===== src/rtl/cnn_pkg.sv =====
// Shared types and constants for the CNN pooling stage.
// Holds the fixed-point sample type, the 25-entry window and the controller states.
package cnn_pkg;

  localparam int DATA_W    = 16;
  localparam int MAX_WIN   = 5;
  localparam int WIN_DEPTH = MAX_WIN * MAX_WIN;
  localparam int ADDR_W    = 16;
  localparam int DIM_W     = 8;

  typedef logic signed [DATA_W-1:0] fixed_t;
  typedef fixed_t [0:WIN_DEPTH-1] window_t;

  typedef enum logic [2:0] {
    IDLE,
    LOAD,
    CAPT,
    CALC,
    WRITE,
    FIN
  } state_t;

  // Low ADDR_W bits of base + row*pitch + col; wraps modulo 2^ADDR_W.
  function automatic logic [ADDR_W-1:0] map_addr(input logic [ADDR_W-1:0] base,
                                                 input logic [15:0] row,
                                                 input logic [15:0] col,
                                                 input logic [15:0] pitch);
    return base + row * pitch + col;
  endfunction

endpackage


===== src/rtl/pool_controller_if.sv =====
// Scheduler and feature-map memory signals of the pooling controller.
// The controller uses the slave view; the scheduler/memory side uses master.
interface pool_controller_if;
  import cnn_pkg::*;

  logic              start;
  logic [DIM_W-1:0]  img_size;
  logic [2:0]        win_size;
  logic [ADDR_W-1:0] in_base;
  logic [ADDR_W-1:0] out_base;
  logic              rd_en;
  logic [ADDR_W-1:0] rd_addr;
  fixed_t            rd_data;
  logic              wr_en;
  logic [ADDR_W-1:0] wr_addr;
  fixed_t            wr_data;
  logic              busy;
  logic              done;
  logic              err;

  modport master (
    output start, img_size, win_size, in_base, out_base, rd_data,
    input  rd_en, rd_addr, wr_en, wr_addr, wr_data, busy, done, err
  );

  modport slave (
    input  start, img_size, win_size, in_base, out_base, rd_data,
    output rd_en, rd_addr, wr_en, wr_addr, wr_data, busy, done, err
  );

endinterface


===== src/rtl/pool_window.sv =====
// Combinational average of a packed pooling window.
// Unused entries must be zero; the sum is divided by windowSize squared, truncating toward zero.
module pool_window
  import cnn_pkg::*;
(
  input  window_t    window,
  input  logic [2:0] windowSize,
  output fixed_t     avg
);

  logic signed [DATA_W+4:0] sum;
  logic signed [DATA_W+4:0] quot;

  always_comb begin
    sum = '0;
    for (int i = 0; i < WIN_DEPTH; i++) begin
      sum = sum + (DATA_W+5)'(window[i]);
    end
  end

  always_comb begin
    quot = '0;
    case (windowSize)
      3'd2:    quot = sum / 21'sd4;
      3'd3:    quot = sum / 21'sd9;
      3'd4:    quot = sum / 21'sd16;
      3'd5:    quot = sum / 21'sd25;
      default: quot = '0;
    endcase
  end

  assign avg = DATA_W'(quot);

endmodule


===== src/rtl/pool_controller.sv =====
// Walks non-overlapping KxK windows of an NxN map, reads each window from memory,
// averages it through pool_window and writes one output sample per window.
module pool_controller
  import cnn_pkg::*;
(
  input  logic            clk,
  input  logic            rst,
  pool_controller_if.slave bus
);

  state_t            state;
  logic [2:0]        k;
  logic [DIM_W-1:0]  n;
  logic [DIM_W-1:0]  m;
  logic [ADDR_W-1:0] in_b;
  logic [ADDR_W-1:0] out_b;
  logic [DIM_W-1:0]  orow;
  logic [DIM_W-1:0]  ocol;
  logic [2:0]        r;
  logic [2:0]        c;
  logic              cap_valid;
  logic [4:0]        cap_idx;
  window_t           win;
  fixed_t            avg;

  logic              rd_en;
  logic [ADDR_W-1:0] rd_addr;
  logic              wr_en;
  logic [ADDR_W-1:0] wr_addr;
  fixed_t            wr_data;
  logic              busy;
  logic              done;
  logic              err;

  logic              legal_k;
  logic [DIM_W-1:0]  m_calc;
  logic              last_elem;
  logic [2:0]        r_nx;
  logic [2:0]        c_nx;
  logic              last_win;
  logic [DIM_W-1:0]  orow_nx;
  logic [DIM_W-1:0]  ocol_nx;
  logic [ADDR_W-1:0] load_addr;
  logic [ADDR_W-1:0] next_addr;
  logic [ADDR_W-1:0] out_addr;

  pool_window u_pool_window (
    .window     (win),
    .windowSize (k),
    .avg        (avg)
  );

  assign legal_k = (bus.win_size >= 3'd2) && (bus.win_size <= 3'd5);

  always_comb begin
    m_calc = '0;
    case (bus.win_size)
      3'd2:    m_calc = bus.img_size >> 1;
      3'd3:    m_calc = bus.img_size / 8'd3;
      3'd4:    m_calc = bus.img_size >> 2;
      3'd5:    m_calc = bus.img_size / 8'd5;
      default: m_calc = '0;
    endcase
  end

  // Next element inside the window, next window in the output map, and their addresses.
  always_comb begin
    last_elem = (r == k - 3'd1) && (c == k - 3'd1);
    r_nx      = (c == k - 3'd1) ? r + 3'd1 : r;
    c_nx      = (c == k - 3'd1) ? 3'd0 : c + 3'd1;
    ocol_nx   = (ocol == m - 8'd1) ? '0 : ocol + 8'd1;
    orow_nx   = (ocol == m - 8'd1) ? orow + 8'd1 : orow;
    last_win  = (ocol == m - 8'd1) && (orow == m - 8'd1);
    load_addr = map_addr(in_b, 16'(orow) * 16'(k) + 16'(r_nx),
                         16'(ocol) * 16'(k) + 16'(c_nx), 16'(n));
    next_addr = map_addr(in_b, 16'(orow_nx) * 16'(k), 16'(ocol_nx) * 16'(k), 16'(n));
    out_addr  = map_addr(out_b, 16'(orow), 16'(ocol), 16'(m));
  end

  always_ff @(posedge clk) begin
    if (rst) begin
      state     <= IDLE;
      k         <= '0;
      n         <= '0;
      m         <= '0;
      in_b      <= '0;
      out_b     <= '0;
      orow      <= '0;
      ocol      <= '0;
      r         <= '0;
      c         <= '0;
      cap_valid <= 1'b0;
      cap_idx   <= '0;
      win       <= '0;
      rd_en     <= 1'b0;
      rd_addr   <= '0;
      wr_en     <= 1'b0;
      wr_addr   <= '0;
      wr_data   <= '0;
      busy      <= 1'b0;
      done      <= 1'b0;
      err       <= 1'b0;
    end else begin
      // Read data arrives one cycle after its strobe, so the index is delayed to match.
      cap_valid <= (state == LOAD);
      cap_idx   <= 5'(r) * 5'(k) + 5'(c);
      if (cap_valid) begin
        win[cap_idx] <= bus.rd_data;
      end

      case (state)
        IDLE: begin
          if (bus.start) begin
            if (!legal_k) begin
              err   <= 1'b1;
              done  <= 1'b1;
              state <= FIN;
            end else if (bus.img_size < 8'(bus.win_size)) begin
              err   <= 1'b0;
              done  <= 1'b1;
              state <= FIN;
            end else begin
              k       <= bus.win_size;
              n       <= bus.img_size;
              m       <= m_calc;
              in_b    <= bus.in_base;
              out_b   <= bus.out_base;
              orow    <= '0;
              ocol    <= '0;
              r       <= '0;
              c       <= '0;
              win     <= '0;
              err     <= 1'b0;
              busy    <= 1'b1;
              rd_en   <= 1'b1;
              rd_addr <= bus.in_base;
              state   <= LOAD;
            end
          end
        end
        LOAD: begin
          if (last_elem) begin
            rd_en <= 1'b0;
            state <= CAPT;
          end else begin
            r       <= r_nx;
            c       <= c_nx;
            rd_addr <= load_addr;
          end
        end
        CAPT: state <= CALC;
        CALC: begin
          wr_data <= avg;
          wr_en   <= 1'b1;
          wr_addr <= out_addr;
          state   <= WRITE;
        end
        WRITE: begin
          wr_en <= 1'b0;
          ocol  <= ocol_nx;
          orow  <= orow_nx;
          if (last_win) begin
            busy  <= 1'b0;
            done  <= 1'b1;
            state <= FIN;
          end else begin
            win     <= '0;
            r       <= '0;
            c       <= '0;
            rd_en   <= 1'b1;
            rd_addr <= next_addr;
            state   <= LOAD;
          end
        end
        FIN: begin
          done  <= 1'b0;
          state <= IDLE;
        end
        default: state <= IDLE;
      endcase
    end
  end

  assign bus.rd_en   = rd_en;
  assign bus.rd_addr = rd_addr;
  assign bus.wr_en   = wr_en;
  assign bus.wr_addr = wr_addr;
  assign bus.wr_data = wr_data;
  assign bus.busy    = busy;
  assign bus.done    = done;
  assign bus.err     = err;

endmodule


===== src/flat_wrapper.sv =====
// flat-port wrapper written by rule: the top's interface ports become plain ports
module pool_controller_flat import cnn_pkg::*;
  (clk, rst, bus_start, bus_img_size, bus_win_size, bus_in_base, bus_out_base, bus_rd_data, bus_rd_en, bus_rd_addr, bus_wr_en, bus_wr_addr, bus_wr_data, bus_busy, bus_done, bus_err);
  pool_controller_if bus_i ();
  input  logic clk;
  input  logic rst;
  input wire logic [$bits(bus_i.start)-1:0] bus_start;
  input wire logic [$bits(bus_i.img_size)-1:0] bus_img_size;
  input wire logic [$bits(bus_i.win_size)-1:0] bus_win_size;
  input wire logic [$bits(bus_i.in_base)-1:0] bus_in_base;
  input wire logic [$bits(bus_i.out_base)-1:0] bus_out_base;
  input wire logic [$bits(bus_i.rd_data)-1:0] bus_rd_data;
  output wire logic [$bits(bus_i.rd_en)-1:0] bus_rd_en;
  output wire logic [$bits(bus_i.rd_addr)-1:0] bus_rd_addr;
  output wire logic [$bits(bus_i.wr_en)-1:0] bus_wr_en;
  output wire logic [$bits(bus_i.wr_addr)-1:0] bus_wr_addr;
  output wire logic [$bits(bus_i.wr_data)-1:0] bus_wr_data;
  output wire logic [$bits(bus_i.busy)-1:0] bus_busy;
  output wire logic [$bits(bus_i.done)-1:0] bus_done;
  output wire logic [$bits(bus_i.err)-1:0] bus_err;
  assign bus_i.start = bus_start;
  assign bus_i.img_size = bus_img_size;
  assign bus_i.win_size = bus_win_size;
  assign bus_i.in_base = bus_in_base;
  assign bus_i.out_base = bus_out_base;
  assign bus_i.rd_data = bus_rd_data;
  assign bus_rd_en = bus_i.rd_en;
  assign bus_rd_addr = bus_i.rd_addr;
  assign bus_wr_en = bus_i.wr_en;
  assign bus_wr_addr = bus_i.wr_addr;
  assign bus_wr_data = bus_i.wr_data;
  assign bus_busy = bus_i.busy;
  assign bus_done = bus_i.done;
  assign bus_err = bus_i.err;
  pool_controller u_core (.clk(clk), .rst(rst), .bus(bus_i));
endmodule

===== config.mk =====
export PLATFORM = sky130hd
export DESIGN_NAME = pool_controller_flat
export DESIGN_NICKNAME = d
export VERILOG_FILES = /design/src/rtl/cnn_pkg.sv /design/src/rtl/pool_controller_if.sv /design/src/rtl/pool_window.sv /design/src/rtl/pool_controller.sv /design/src/flat_wrapper.sv
export SDC_FILE = /design/constraint.sdc
export NUM_CORES = 2
export LEC_CHECK = 0
export ABC_AREA = 0
export BUFFER_PORTS_ARGS = -buffer_cell sky130_fd_sc_hd__buf_4
export CAP_MARGIN = 10
export CORE_MARGIN = 10
export CORE_UTILIZATION = 53
export CTS_CLUSTER_SIZE = 40
export DETAILED_ROUTE_END_ITERATION = 8
export PLACE_DENSITY = 0.65
export REMOVE_ABC_BUFFERS = 1
export SLEW_MARGIN = 15
export SYNTH_ARGS = -nofsm -noshare
export SYNTH_HDL_FRONTEND = slang
export SYNTH_HIERARCHICAL = 1
export SYNTH_SLANG_ARGS = --single-unit

===== constraint.sdc =====
create_clock -name clk -period 39.7 [get_ports clk]
set_input_delay 5.955 -clock clk [delete_from_list [all_inputs] [get_ports clk]]
set_output_delay 5.955 -clock clk [all_outputs]
set_load 0.1 [all_outputs]

* Word level (Yosys, flattened, before mapping)
Index checks and enable logic that the tools add are counted.
Storage, ports and cells: register bits 535, input port bits 62, logic and storage cells 206
Cells by class: add/subtract/negate cells 41, multiply operators 8, divide/modulo/power cells 4, $lt $le $gt $ge 5, equality and inequality tests 25, muxes and demuxes 55, bitwise gates (word level) 4, reduce and logical (&&, ||, !) cells 19
Operator list (number):
- 400-bit two-way mux | 5
- 400-bit one-hot mux with 2 select lines | 1
- 400-bit bitwise mux | 1
- 21-bit by 16-bit adder with 21-bit output | 19
- 16-bit two-way mux | 6
- 16-bit demux with 5-bit select | 1
- 16-bit adder | 4
- 16-bit one-hot mux with 4 select lines | 1
- 16-bit one-hot mux with 3 select lines | 1
- 8-bit by 3-bit multiplier with 11-bit output | 4
- 8-bit two-way mux | 5
- 3-bit two-way mux | 13
- 16-bit by 1-bit adder with 16-bit output | 2
- 8-bit one-hot mux with 2 select lines | 2
- 8-bit one-hot mux with 4 select lines | 1
- 11-bit by 3-bit adder with 12-bit output | 2
- 20-bit by 16-bit adder with 21-bit output | 1
- 21-bit by 5-bit divider with 21-bit output (second input constant) | 1
- 21-bit by 6-bit divider with 21-bit output (second input constant) | 1
- 19-bit by 16-bit adder with 20-bit output | 1
- 18-bit by 16-bit adder with 19-bit output | 1
- 17-bit by 16-bit adder with 18-bit output | 1
- 3-bit by 2-bit equality test with 1-bit output (second input constant) | 6
- 3-bit equality test (second input constant) | 6
- 43 further kinds | 75

* Depth between registers and ports, before layout
word-level depth 28, depth in mapped cells 162, gate-level depth less buffers 148

* Hierarchy
Netlist, hierarchy kept.
By module, submodules not included:
- pool_controller | instances 1, cells each 4049, area each 32610.0 sq um, sequential area each 10710.3 sq um
- pool_window | instances 1, cells each 2408, area each 20170.6 sq um, sequential area each 0.0 sq um

* Worst setup path after synthesis
No wires, ideal clock.
path type register to register, from register u_core/win[244] in the netlist's numbering, to register u_core.wr_data[10] (netlist: u_core/bus.wr_data[10]), data arrival time 33841 ps, required time 39568 ps, slack 5727 ps, cell stages (with the launch flop) 151, clock period less this slack 33973 ps, cell sequence dfxtp_1 inv_1 fa_1 inv_1 fa_1 inv_1 fa_1 fa_1 inv_1 fa_1 fa_1 inv_1 fa_1 inv_1 ha_1 a211oi_2 o21ai_2 xor2_1 [... 115 more ...] buf_2 nor2_1 xor2_1 ha_1 a21oi_1 and3_1 o311ai_0 nor4_4 nand3_1 nand3b_1 inv_1 ha_1 nand3_1 o31ai_1 xnor2_1 o21ai_0 nand2_1 a21oi_1
Between the ends: longest elaborated chain between the ends 19, elaborated cells on any way between the ends 23, classes of those cells add/sub (18); div (2); mux (1); bitwise (2)
Ends and longest elaborated chain:
- start: declaration | RTL line pool_controller.sv:23 | window_t win;
- start signal: indexed assignment | RTL line pool_controller.sv:108 | win[cap_idx] <= bus.rd_data;
- 21-bit by 16-bit adder with 21-bit output * (16 in a row) | RTL line pool_window.sv:17 | sum = sum + (DATA_W+5)'(window[i]);
- parallel branches: the longest is 2 deep, another holds 21-bit by 6-bit divider with 21-bit output
- 16-bit one-hot mux with 4 select lines * | RTL line pool_window.sv:23 | case (windowSize)
- net u_core.avg[10] | RTL line pool_controller.sv:24 | fixed_t avg;
- end signal: assignment | RTL line pool_controller.sv:153 | wr_data <= avg;
- end: declaration | RTL line pool_controller.sv:30 | fixed_t wr_data;
Mark *: on every way through the listed nets, which the timed path passes. A chain may end at the register's enable or synchronous reset.

* Worst setup path after layout
from register u_core/win[7] in the netlist's numbering, to register u_core.wr_data[10] (netlist: u_core/bus.wr_data[10])
Between the ends: longest elaborated chain between the ends 4, elaborated cells on any way between the ends 8, classes of those cells add/sub (3); div (2); mux (1); bitwise (2)
Ends and longest elaborated chain (RTL line):
- 21-bit by 16-bit adder with 21-bit output * | pool_window.sv:17
- parallel branches: the longest is 2 deep, another holds 21-bit by 6-bit divider with 21-bit output
- 16-bit one-hot mux with 4 select lines * | pool_window.sv:23
- net u_core.avg[10] | pool_controller.sv:24
Marks and branches as above.

==> flow_summary.yaml <==
yosys:
  syn_area_per_cell_um2: 8.17
  ys_warn_count: 6
  synth-seq-area-share_pct: 20.3
  netlist_area_mm2: 0.0528
  synth_edf_count: 0
  syn_inst: 6457
  async_flop_share_pct: 0
  synth_seq_cells: 535
  yosysUniqueCellTypes: 138
  synthFlopType: "dfxtp_1"
detailed_routing:
  avgViaCountPerCell: 5.70
  routed-via-count: 43954
  dr.pass1.iters: 8
  drc: 0
  drt-wirelength-per-cell_um: 18.8
  drtIter0Drc: 3465
  ant_nets: 0
  drt-total-wl_mm: 145
placed_design:
  place_hpwl_mm: 111
  gp_congestion: 0.917
  dp_slack_ns: 1.37
  portBuffers: 114
timing:
  timing.setup.tns_ns: 0
  relSlewSlack_pct: 3.60
  final_max_slew_viol_count: 0
  hold_viol: 0
  worst_pin_slew_ns: 1.45
  min_period_ns: 37.08
  max_clock_freq_mhz: 27.0
  worst_slack_ns: 2.62
  fin_crit_sh_pct: 93.4
  finClkSkew_ns: 0.0496
  setup_viol: 0
global_routing:
  gr-usage-met1_pct: 36.4
  grtUsageMet3_pct: 3.20
  grt.busiest_layer: "met2"
  use_met2_pct: 40.9
  grt_pass1_vias: 43416
  grt_usage_pct: 25.7
  grt_start_max_net_pins: 228
  antenna_found_initial: 0
  grt-ovfl-total: 0
  grt_pass1_wl_mm: 236
die:
  die_area_mm2: 0.113
  io_pins: 115
  initial_core_util_pct: 53.5
  rows: 115
  dieHeight_um: 336
  core_area_mm2: 0.0986
  die_x_um: 336
setup_path:
  cpMaxStageDelayCell: "or4b_2"
  r2r_setup_slack_ns: 2.62
  slowest_delay_ns: 0.68
  r2r_cells: 143
  worstReg2RegEnd: "u_core/bus.wr_data[10]"
  cp_data_arrival_time_ns: 37.55
  reg2reg_from: "u_core/win[7]"
  cp-start-kind: "flop"
  worst-path-max-fanout: 19
  crit_path_end: "u_core/bus.wr_data[10]"
  endpoint_kind: "flop"
  critPathMostFrequentCell: "ha_1"
  startpoint: "u_core/win[7]"
  required_ns: 40.17
  crit_type: "flop to flop"
final_layout:
  nets: 7317
  final_cell_mix: "nand2_1, inv_1, fa_1"
  drive_gt1_share_pct: 6.90
  layout_commonest_cell: "nand2_1"
  n_antenna_cell: 0
  area_growth_pct: 7.59
  n_fill_cell: 9110
clock_tree:
  cts-root-buf: "clkbuf_16"
  cts_buffers: 67
  clk_latency_ns: 0.65
  cts_sinks: 535
  cts_tree: "yes"
  path_clk_slew_ns: 0.06
  cts_max_level: 3
  cts_max_path_buffers: 3
job:
  max_cap_viol_count: 0
status:
  status: "finished, final reports clean"
hold_path:
  hold_path.class: "flop to flop"
how the worst min path moves through the flow:
stage,start,end,cells past startpoint
global route,u_core/win[51],u_core/win[51],2
global placement,u_core/win[73],u_core/win[73],2
detailed placement,u_core/bus.wr_addr[13],u_core/bus.wr_addr[13],2
floorplan,u_core/in_b[3],u_core/in_b[3],2
CTS,u_core/bus.wr_addr[9],u_core/bus.wr_addr[9],2
finish,u_core/bus.wr_addr[10],u_core/bus.wr_addr[10],2
cells in the mapped netlist, types with 23 or more instances:
cell type	number	share of area (%)
nor2b_1	24	0.28
o21ai_0	110	1.0
nand2_1	1379	9.8
o211ai_1	36	0.51
nand2b_1	25	0.30
buf_2	71	0.67
clkbuf_1	213	1.5
nor3_1	89	0.84
dfxtp_1	535	20
xor2_1	78	1.3
a31oi_1	36	0.43
a211oi_1	44	0.63
xnor2_1	203	3.4
nand3_1	81	0.77
and3_1	38	0.45
nand4_1	29	0.34
o31ai_1	23	0.33
inv_1	793	5.6
fa_1	643	24
ha_1	239	5.7
and2_1	148	1.8
a22oi_1	29	0.41
mux2i_1	37	0.70
or3_1	42	0.50
o21a_1	32	0.46
a21oi_1	621	5.9
a21o_1	42	0.60
nor2_1	279	2.0
buf_1	24	0.17
critical path: cells and delay by family, from the launching register on:
kind / cells / cell delay, ns
AO/OA/AOI/OAI: 41 / 8.90
XOR/XNOR: 13 / 2.99
adder cells (fa/ha/maj): 25 / 9.49
buffers and inverters: 13 / 1.35
flip-flops: 1 / 0.33
multiplexers: 7 / 1.66
AND/OR/NAND/NOR: 44 / 12.10
cell families after synthesis:
group                      Yosys count  share of synthesized area [%]
DFF                                535                           20.3
AOI/OAI and AO/OA                 1272                           15.7
adders and majority gates          890                           30.2
xor gates and xnor gates           284                           4.78
muxes                               55                           1.10
buffers and inverters             1112                           8.14
and+or+nand+nor                   2309                           19.8
metal layers:
layer | up-vias | wire [um]
met5 | - | 0
met4 | 0 | 3580
met1 | 21641 | 66800
met2 | 1165 | 66700
met3 | 205 | 8170
li1 | 20943 | -
flip-flops by register name (all words and copies together), names as in the netlist:
| register | count |
|---|---|
| u_core/win | 400 |
| u_core/bus.rd_addr | 16 |
| u_core/bus.wr_addr | 16 |
| u_core/bus.wr_data | 16 |
| u_core/in_b | 16 |
| u_core/out_b | 16 |
| u_core/m | 8 |
| u_core/n | 8 |
| u_core/ocol | 8 |
| u_core/orow | 8 |
| u_core/cap_idx | 5 |
| u_core/c | 3 |
| u_core/k | 3 |
| u_core/r | 3 |
| u_core/state | 3 |
| u_core/bus.busy | 1 |
| u_core/bus.done | 1 |
| u_core/bus.err | 1 |
| u_core/bus.rd_en | 1 |
| u_core/bus.wr_en | 1 |
| u_core/cap_valid | 1 |
area by class of cell:
class / instances / area [um2] / share of cell area (%)
multi-input combinational: 4810 / 37900 / 66.7
sequential: 535 / 10700 / 18.9
inverter: 795 / 2980 / 5.26
clock buffer: 87 / 1860 / 3.28
tap: 1287 / 1610 / 2.84
timing repair buffer: 164 / 1240 / 2.19
clock inverter: 31 / 470 / 0.828
repair_timing:
item | in CTS | in global routing
hold buffers | 0 | 0
setup buffers | 0 | 5
resized for setup | 0 | 5
setup endpoints to repair | 0 | 16
metrics by stage:
stage,std cells,util [%],instance area [um2],hold WS [ns]
finish,7709,57.6,56800,0.450
global route,7709,57.6,56800,0.466
CTS,7704,57.5,56700,0.452
detailed placement,7586,55.2,54400,0.445
global placement,7586,55.2,54400,0.441
floorplan,6140,-,51500,0.430
Power is left out: the tool's default activity adds up to more than one toggle a clock period on the data nets, which glitch-free logic cannot reach.
